$ cat src/rtl/addsub_seq_accumulator.sv
// Sequential add/subtract accumulator.
// A start pulse arms a run of `count` operands. Each operand arrives over a
// valid/ready handshake and is added to, or subtracted from, a running
// accumulator. The final sum and its flags are then offered downstream over a
// second valid/ready handshake.
module addsub_seq_accumulator #(
    parameter int WIDTH = 4,
    parameter int CNT_W = 4
) (
    input  logic             clk,
    input  logic             rst,
    input  logic             start,
    input  logic [CNT_W-1:0] count,
    input  logic             in_valid,
    output logic             in_ready,
    input  logic [WIDTH-1:0] in_data,
    input  logic             in_sub,
    output logic             out_valid,
    input  logic             out_ready,
    output logic [WIDTH-1:0] result,
    output logic             carry,
    output logic             overflow,
    output logic             zero,
    output logic             busy
);

    typedef enum logic [1:0] {
        IDLE  = 2'd0,
        ACCUM = 2'd1,
        DONE  = 2'd2
    } state_t;

    state_t           state;
    logic [WIDTH-1:0] acc;
    logic [CNT_W-1:0] remaining;

    logic [WIDTH:0]   add_sum;
    logic [WIDTH-1:0] next_acc;
    logic             next_c;
    logic             next_ovf;
    logic             transfer;

    // The operand port is open only while a run is in progress, so in_ready
    // and busy are pure functions of the state register.
    assign in_ready = (state == ACCUM);
    assign busy     = (state != IDLE);
    assign transfer = in_valid && in_ready;

    // Arithmetic for one operand: new accumulator value, carry/borrow and
    // signed overflow of this single step.
    always_comb begin
        add_sum  = '0;
        next_acc = acc;
        next_c   = 1'b0;
        next_ovf = 1'b0;
        if (in_sub) begin
            next_acc = acc - in_data;
            next_c   = (acc < in_data);
            next_ovf = (acc[WIDTH-1] != in_data[WIDTH-1]) &&
                       (next_acc[WIDTH-1] != acc[WIDTH-1]);
        end else begin
            add_sum  = {1'b0, acc} + {1'b0, in_data};
            next_acc = add_sum[WIDTH-1:0];
            next_c   = add_sum[WIDTH];
            next_ovf = (acc[WIDTH-1] == in_data[WIDTH-1]) &&
                       (next_acc[WIDTH-1] != acc[WIDTH-1]);
        end
    end

    // Run control FSM with registered result, flags and out_valid; a reset
    // mid-run discards everything accumulated so far.
    always_ff @(posedge clk or posedge rst) begin
        if (rst) begin
            state     <= IDLE;
            acc       <= '0;
            remaining <= '0;
            result    <= '0;
            carry     <= 1'b0;
            overflow  <= 1'b0;
            zero      <= 1'b0;
            out_valid <= 1'b0;
        end else begin
            case (state)
                IDLE: begin
                    if (start) begin
                        acc      <= '0;
                        carry    <= 1'b0;
                        overflow <= 1'b0;
                        if (count != '0) begin
                            remaining <= count;
                            state     <= ACCUM;
                        end else begin
                            remaining <= '0;
                            result    <= '0;
                            zero      <= 1'b1;
                            out_valid <= 1'b1;
                            state     <= DONE;
                        end
                    end
                end
                ACCUM: begin
                    if (transfer) begin
                        acc       <= next_acc;
                        carry     <= next_c;
                        overflow  <= overflow | next_ovf;
                        remaining <= remaining - 1'b1;
                        if (remaining == CNT_W'(1)) begin
                            result    <= next_acc;
                            zero      <= (next_acc == '0);
                            out_valid <= 1'b1;
                            state     <= DONE;
                        end
                    end
                end
                DONE: begin
                    if (out_ready) begin
                        out_valid <= 1'b0;
                        state     <= IDLE;
                    end
                end
                default: begin
                    out_valid <= 1'b0;
                    state     <= IDLE;
                end
            endcase
        end
    end

endmodule

$ cat config.mk
export PLATFORM = sky130hd
export DESIGN_NAME = addsub_seq_accumulator
export DESIGN_NICKNAME = d
export VERILOG_FILES = /design/src/rtl/addsub_seq_accumulator.sv
export SDC_FILE = /design/constraint.sdc
export NUM_CORES = 1
export LEC_CHECK = 0
export ABC_CLOCK_PERIOD_IN_PS = 3760
export CELL_PAD_IN_SITES_DETAIL_PLACEMENT = 1
export CELL_PAD_IN_SITES_GLOBAL_PLACEMENT = 1
export CORE_MARGIN = 5
export CORE_UTILIZATION = 42
export DETAILED_ROUTE_END_ITERATION = 8
export PLACE_DENSITY_LB_ADDON = 0.1
export SYNTH_ARGS = -nofsm -noshare
export SYNTH_HDL_FRONTEND = slang
export SYNTH_SLANG_ARGS = --single-unit
export TNS_END_PERCENT = 100
$ cat constraint.sdc
create_clock -name clk -period 3.76 [get_ports clk]
set_clock_uncertainty 0.15 [all_clocks]
set_input_delay 0.94 -clock clk [delete_from_list [all_inputs] [get_ports clk]]
set_output_delay 0.94 -clock clk [all_outputs]
set_load 0.01 [all_outputs]
Yosys cells after proc, flatten, opt, wreduce, memory -nomap -nowiden:

Cells that the tools add are included.

* bits in writable memories: 0
* bits in read-only memories: 0
* latch bits: 0
* register bits: 18
* memories kept: 0
* logic and storage cells: 72

* $lt $le $gt $ge: 1
* eq/ne operators: 12
* add/sub/neg operators: 3
* divide/modulo/power cells: 0
* bitwise logic cells: 1
* mux-type cells: 35
* reductions and logical operators: 12
* multipliers: 0
* shift-type cells: 0

Operators by type and width (count)
* $mux W4: 10
* $pmux W4 S2: 3
* $mux W1: 12
* $mux W2: 5
* $reduce_and A5 Y1: 2
* $ne A2 B2 Y1 const B: 3
* $pmux W1 S2: 3
* $pmux W2 S3: 1
* $add A4 B4 Y5: 1
* $eq A4 B1 Y1 const B: 1
* $logic_not A4 Y1: 1
* $lt A4 B4 Y1: 1
* $ne A2 B1 Y1 const B: 2
* $reduce_and A4 Y1: 1
* $reduce_bool A2 Y1: 2
* $reduce_bool A4 Y1: 1
* $sub A4 B1 Y4 const B: 1
* $sub A4 B4 Y4: 1
* $logic_and A1 B1 Y1: 3
* $ne A1 B1 Y1: 3
* $pmux W1 S3: 1
* $reduce_and A3 Y1: 1
* $eq A2 B1 Y1 const B: 1
* $eq A2 B2 Y1 const B: 1
* other kinds (3): 3

Longest topological paths before layout:

Gate-level depths: netlist of the first run.

* depth after elaboration: 7
* gate-level depth with buffers: 9
* gate-level depth less buffers: 9

Least setup slack after synthesis of the first run:

No wires, ideal clock.

* path kind: input port to flip-flop
* start point: in in_data[0]
* end point: reg zero
* buffers on the path: 0
* required time: 3.489 ns
* data arrival time: 2.238 ns
* stages: 7
* path slack: 1.251 ns
* library setup time: 0.121 ns
* cells stage by stage: ha_1 inv_1 fa_1 mux2_2 a21oi_1 nor3_2 a22o_1

* word-level cells in the longest chain between the ends: 6
* elaborated cells between the ends (all ways): 7
* classes of those cells: 2 x add/sub; 4 x mux; 1 x reduce/logical

Ends and longest elaborated chain
* from (decl): RTL line 16 `input logic [WIDTH-1:0] in_data,`
* $add A4 B4 Y5 / $sub A4 B4 Y4 (equally long branches): RTL line 62, 57
* $mux W4 (*): RTL line 56 `if (in_sub) begin`
* $logic_not A4 Y1 (*): RTL line 109 `zero <= (next_acc == '0);`
* $mux W1 (*): RTL line 107 `if (remaining == CNT_W'(1)) begin`
* $mux W1 (*): RTL line 102 `if (transfer) begin`
* $pmux W1 S2 (*): RTL line 83 `case (state)`
* to (signal assigned): RTL line 109
* to (decl): RTL line 23 `output logic zero,`

Every way passes the cells marked *; elsewhere a longest branch is shown, timed or not. The select of a mux whose other input is x is not followed.
A chain may end at the register's enable or synchronous reset.

Worst setup path in the final report of the first run:

* start point: in in_data[1]
* end point: reg zero

The elaborated chain is that of the path after synthesis.

==> results of run 1 <==
-- power groups by stage --
stage / combinational (mW) / sequential [mW] / clock [mW]
finish: 0.708 / 0.359 / 0.0931
global route: 0.799 / 0.374 / 0.114
CTS: 0.721 / 0.361 / 0.0977
detailed placement: 0.715 / 0.365 / 0
global placement: 0.684 / 0.358 / 0
floorplan: 0.512 / 0.350 / 0
-- path summary, 6_finish.rpt --
kind / depth (start not counted) / start / slack, ps / endpoint
worst max-delay path: 9 / in_data[1] / 880 / zero
worst min-delay path: 2 / result[0] / 340 / result[0]
worst max register to register: 8 / acc[0] / 1640 / result[2]
worst min register to register: 2 / result[0] / 340 / result[0]
max in group asynchronous: 2 / rst / 2110 / remaining[1]
min in group asynchronous: 2 / rst / 900 / out_valid
-- critical path, stage by stage --
cell and delay (ps):
clkdlybuf4s50_1 530, inv_1 100, ha_1 290, inv_1 40, a21oi_1 210, o211ai_1 180, a211oi_1 350, nor2_1 90
a22o_1 180
-- registers in the layout, summed over array words and instances (netlist names) --
name and count:
result 4, overflow 1, acc 4, zero 1, state 2, carry 1, out_valid 1, remaining 4
-- cells in the mapped netlist (2+ instances only) --
master | instances | area (sq um)
a21oi_2 | 2 | 17.5
inv_2 | 2 | 7.51
nor2_1 | 18 | 67.6
o21ai_1 | 9 | 45.0
ha_1 | 10 | 125
mux2i_1 | 3 | 30.0
nor3_1 | 2 | 10.0
mux2_4 | 2 | 30.0
nand3_1 | 3 | 15.0
buf_4 | 3 | 22.5
dfrtp_1 | 18 | 450
xnor2_1 | 2 | 17.5
a22o_1 | 2 | 17.5
o21ai_0 | 6 | 30.0
inv_1 | 18 | 67.6
fa_1 | 2 | 40.0
a211oi_1 | 3 | 22.5
a21o_1 | 2 | 15.0
nor2_4 | 2 | 22.5
nand2_1 | 16 | 60.1
a21oi_1 | 6 | 30.0
o211ai_1 | 2 | 15.0
-- metrics by stage --
| stage | instances | hold WS (ps) | setup slack [ps] |
|---|---|---|---|
| 5_1_grt | 216 | 390 | 686 |
| 2_1_floorplan | 150 | 323 | 1250 |
| 4_1_cts | 216 | 346 | 860 |
| 6_report | 216 | 337 | 878 |
| 3_5_place_dp | 213 | 323 | 552 |
| 3_3_place_gp | 213 | 314 | 691 |
-- logic make-up after synthesis --
kind of cell,count (synthesis),share of synthesized area
AO/OA/AOI/OAI,36,0.170
adder cells (fa/ha/maj),12,0.126
buffers and inverters,24,0.0829
flip-flops,18,0.343
AND/OR/NAND/NOR,51,0.204
multiplexers,6,0.0543
XOR/XNOR,3,0.0200
-- routing by layer --
layer  up-vias  GRT usage
met5         -          0
met4         0     0.0533
met3         2     0.0204
met2        15      0.308
met1       540      0.210
li1        544          -
-- cell type report --
class	count	area, sq um	share of cell area
inverters	20	75.1	0.0473
clock buffers	3	22.5	0.0142
repair buffers	23	230	0.145
flip-flops and latches	18	450	0.284
multi-input cells	108	754	0.475
well taps	44	55.1	0.0347
-- placed cells by master (no fill, tap or decap), types with 6 or more instances in the layout --
cell type        count
clkdlybuf4s50_1     23
inv_1               18
o21ai_1              9
dfrtp_1             18
nor2_1              18
ha_1                10
a21oi_1              6
o21ai_0              6
nand2_1             16
==> impl_metrics.py, run 1 <==
metrics = {
    "status": {
        "status": "completed",
    },
    "sta": {
        "slew_headroom": 0.531,
        "layout_min_cycle_time_ps": 2880,
        "fmax_mhz": 347,
        "hold_violations": 0,
        "setup_violations": 0,
        "rsz0062_at_grt": "false",
        "setup-tns-final_ps": 0,
        "final_max_slew_viol_count": 0,
        "worst_pin_slew_ps": 703,
        "period_share": 0.766,
    },
    "global_routing": {
        "grt_max_degree": 19,
        "overflow": 0,
        "antenna_found_initial": 0,
        "grt_pass1_vias": 1228,
        "grt_usage": 0.171,
        "grt_pass1_wl_um": 5690,
    },
    "clock_network": {
        "cts_buffers": 3,
        "cts_htree_levels": 1,
        "cts_tree": "built",
        "post_cts_buffers": 0,
        "clk_pin_slew_ps": 100,
        "root_buffer": "clkbuf_4",
        "hold_buffers": 0,
        "cts.repair.resized": 0,
        "clkLatencyLatePin_ps": 280,
        "clock_path_buffers": 2,
        "cts_sinks": 18,
    },
    "placed_design": {
        "gp_congestion": 0.726,
        "dp_hpwl_um": 2590,
        "placed_cell_area_sq_um": 1570,
        "io_buffers": 23,
    },
    "routing": {
        "wl_um": 3160,
        "drc_errors": 0,
        "wl_per_cell_um": 14.6,
        "vias": 1101,
        "top_layer_used": "met4",
        "drt_iter0_drc": 13,
        "viasPerCell": 5.10,
        "first_pass_iters": 4,
        "dr_wl_met3_um": 84,
        "drt-met1-wl_um": 1390,
        "wl_met2_um": 1670,
        "ant_nets": 0,
    },
    "final_layout": {
        "finish.utilization": 0.524,
        "diodes": 0,
        "syn_to_final_growth_pct": 20.9,
        "design_area_sq_um": 1590,
        "fill_cells": 367,
        "drive_gt1_frac": 0.0930,
        "layout.nets": 200,
    },
    "pwr": {
        "leakage_nw": 0.739,
        "peakVddDrop_uv": 305,
        "power.share.combinational": 0.610,
        "power_density_nw_per_um2": 731,
        "finalPower_mw": 1.16,
        "p_seq_frac": 0.310,
        "pwr-share-clk": 0.080,
        "p_switching_uw": 515,
        "internal_power_uw": 646,
        "swShare": 0.444,
    },
    "logic_synthesis": {
        "ys.flop_type": "dfrtp_1",
        "ys_warn_count": 0,
        "async_flop_share": 1.00,
        "synth_edf_count": 0,
        "synth_cell_types": 39,
        "syn-num-nets": 176,
        "syn_area_sq_um": 1310,
        "ys_ff_latch": 18,
        "synthCells": 150,
        "avgSynthCellArea_sq_um": 8.76,
        "yosysSeqAreaShare": 0.343,
    },
    "worst_setup_path": {
        "worst_setup_path_end_kind": "flip-flop",
        "crit_required_ps": 3790,
        "start_kind": "primary input",
        "cp_max_fo": 4,
        "crit_type": "in2reg",
        "arrival_ps": 2920,
    },
    "floorplan": {
        "fp.dieW_um": 65.9,
        "die_h_um": 65.9,
        "core_area_sq_um": 3030,
        "die_area_sq_um": 4350,
        "rows": 20,
        "start_util": 0.434,
        "ios": 24,
    },
    "hold_path": {
        "min_path_type": "reg2reg",
    },
    "flow_run": {
        "cap_violations": 0,
    },
}
No activity file was read; power rests on OpenSTA's default activity.
==> run 2, diff against run 1 <==
ABC_CLOCK_PERIOD_IN_PS = 2500   (was 3760)
CORE_UTILIZATION = 35   (was 42)
clock period = 2.5 ns   (was 3.76 ns; I/O delays follow)
==> run 2 against run 1 <==
Compared with the run above: first-iteration DRC count decreased by 46%; sequential share of layout area decreased by 2.3 points; sequential power increased by 50%; clock power increased by 120%; flip-flop and latch count unchanged; setup slack got worse by 760 ps; critical path type unchanged; highest routed layer unchanged; via count increased by 3.8%.
==> impl_metrics.py, run 2 (synthesis gave the netlist of run 1 again) <==
metrics = {
    "worst_setup_path": {
        "r2r_end": "zero",
        "crit_required_ps": 2500,
        "worstReg2RegStart": "acc[0]",
        "worst_setup_path_end_kind": "flip-flop",
        "arrival_ps": 2380,
        "cp_max_fo": 3,
        "crit_type": "in2reg",
        "r2r_cells": 9,
        "start_kind": "primary input",
        "regToRegSetupSlack_ps": 420,
    },
    "clock_network": {
        "cts_tree": "built",
        "cts_htree_levels": 1,
        "clkLatencyLatePin_ps": 250,
        "root_buffer": "clkbuf_8",
        "cts_sinks": 18,
        "cts_buffers": 3,
        "clk_pin_slew_ps": 70,
        "clock_path_buffers": 2,
        "hold_buffers": 0,
    },
    "final_layout": {
        "instances_no_fill": 232,
        "syn_to_final_growth_pct": 32.0,
        "final_cell_mix": "clkdlybuf4s50_1 (22), inv_1 (18), nor2_1 (18), dfrtp_1 (17), nand2_1 (16)",
        "finish.utilization": 0.474,
        "drive_gt1_frac": 0.190,
        "top_regs": "acc: 4 flops, remaining: 4 flops, result: 4 flops",
        "fill_cells": 461,
        "diodes": 0,
        "final_common_cell": "clkdlybuf4s50_1",
        "layout.nets": 212,
        "design_area_sq_um": 1730,
    },
    "sta": {
        "setup-tns-final_ps": 0,
        "setup_ws_ps": 117,
        "timing.hold.ws_ps": 326,
        "slew_headroom": 0.746,
        "hold_violations": 0,
        "fmax_mhz": 420,
        "rsz0062_at_grt": "false",
        "worst_pin_slew_ps": 370,
        "setup_violations": 0,
        "final_max_slew_viol_count": 0,
        "period_share": 0.953,
        "layout_min_cycle_time_ps": 2380,
    },
    "pwr": {
        "power_density_nw_per_um2": 1090,
        "peakVddDrop_uv": 384,
        "leakage_nw": 0.814,
        "finalPower_mw": 1.89,
    },
    "hold_path": {
        "min_to": "result[0]",
        "hold_depth": 2,
        "min_path_type": "reg2reg",
        "min_from": "result[0]",
    },
    "routing": {
        "wl_um": 3340,
        "top_layer_used": "met4",
        "ant_nets": 0,
        "wl_per_cell_um": 14.4,
        "drc_errors": 0,
        "first_pass_iters": 4,
        "drt_iter0_drc": 7,
        "vias": 1143,
        "viasPerCell": 4.93,
        "dr_wl_met3_um": 75,
        "wl_met2_um": 1730,
        "drt-met1-wl_um": 1480,
    },
    "global_routing": {
        "overflow": 0,
        "grt_max_degree": 19,
        "grt_pass1_wl_um": 5510,
        "grt_usage": 0.139,
        "antenna_found_initial": 0,
        "grt_pass1_vias": 1212,
    },
    "floorplan": {
        "rows": 22,
        "die_area_sq_um": 5080,
        "die_h_um": 71.3,
        "fp.dieW_um": 71.3,
        "start_util": 0.359,
        "ios": 24,
        "core_area_sq_um": 3660,
    },
    "status": {
        "status": "completed",
    },
    "placed_design": {
        "io_buffers": 23,
        "placed_cell_area_sq_um": 1650,
        "gp_congestion": 0.788,
        "dp_hpwl_um": 2740,
        "pre_cts_ws_ps": -301,
        "placed_cells": 228,
    },
    "flow_run": {
        "cap_violations": 0,
    },
}
-- run 2: cell types whose count changed in the layout (fill, tap and decap cells not counted), moves of 2 or more --
cell / delta
clkbuf_4: -3
ha_1: -2
clkbuf_8: +3
buf_4: +12
-- run 2: report_power, final --
| part | internal [mW] | switching [mW] | total [mW] | leakage, nW |
|---|---|---|---|---|
| logic | 0.558 | 0.590 | 1.15 | 0.572 |
| clock network | 0.107 | 0.0968 | 0.204 | 0.0216 |
| registers | 0.421 | 0.118 | 0.539 | 0.221 |
-- run 2: worst max-delay path, stage by stage --
cell,delay (ps)
clkdlybuf4s50_1,480
inv_1,100
ha_4,280
inv_1,30
a21oi_1,180
o211ai_1,160
a211oi_2,280
nor2_1,70
a22o_1,180
-- run 2: layout make-up --
cell class,instances,area (sq um),share of cell area
flip-flops and latches,18,452,0.260
inverters,20,75.1,0.0433
multi-input cells,108,783,0.452
well taps,48,60.1,0.0346
clock buffers,3,41.3,0.0238
repair buffers,35,323,0.186
-- run 2: worst max-delay path by stage --
stage                          start   end  slack, ps  cells after the start
after floorplan           in_data[0]  zero        310                      7
after global placement    in_data[0]  zero       -250                      9
after detailed placement  in_data[0]  zero       -300                      8
after CTS                 in_data[0]  zero         10                      8
after global routing      in_data[1]  zero         30                      9
final                     in_data[1]  zero        120                      9
-- run 2: repair_timing --
action | CTS | global route
pin swaps | 0 | 3
gates resized for setup | 3 | 5
endpoints found under the setup margin | 1 | 3
setup buffers | 0 | 1
-- run 2: per-layer routing --
| metal | vias to the layer above | global-route usage |
|---|---|---|
| met1 | 554 | 0.166 |
| met2 | 16 | 0.251 |
| met4 | 0 | 0.0501 |
| li1 | 568 | - |
| met3 | 5 | 0.0196 |
| met5 | - | 0 |
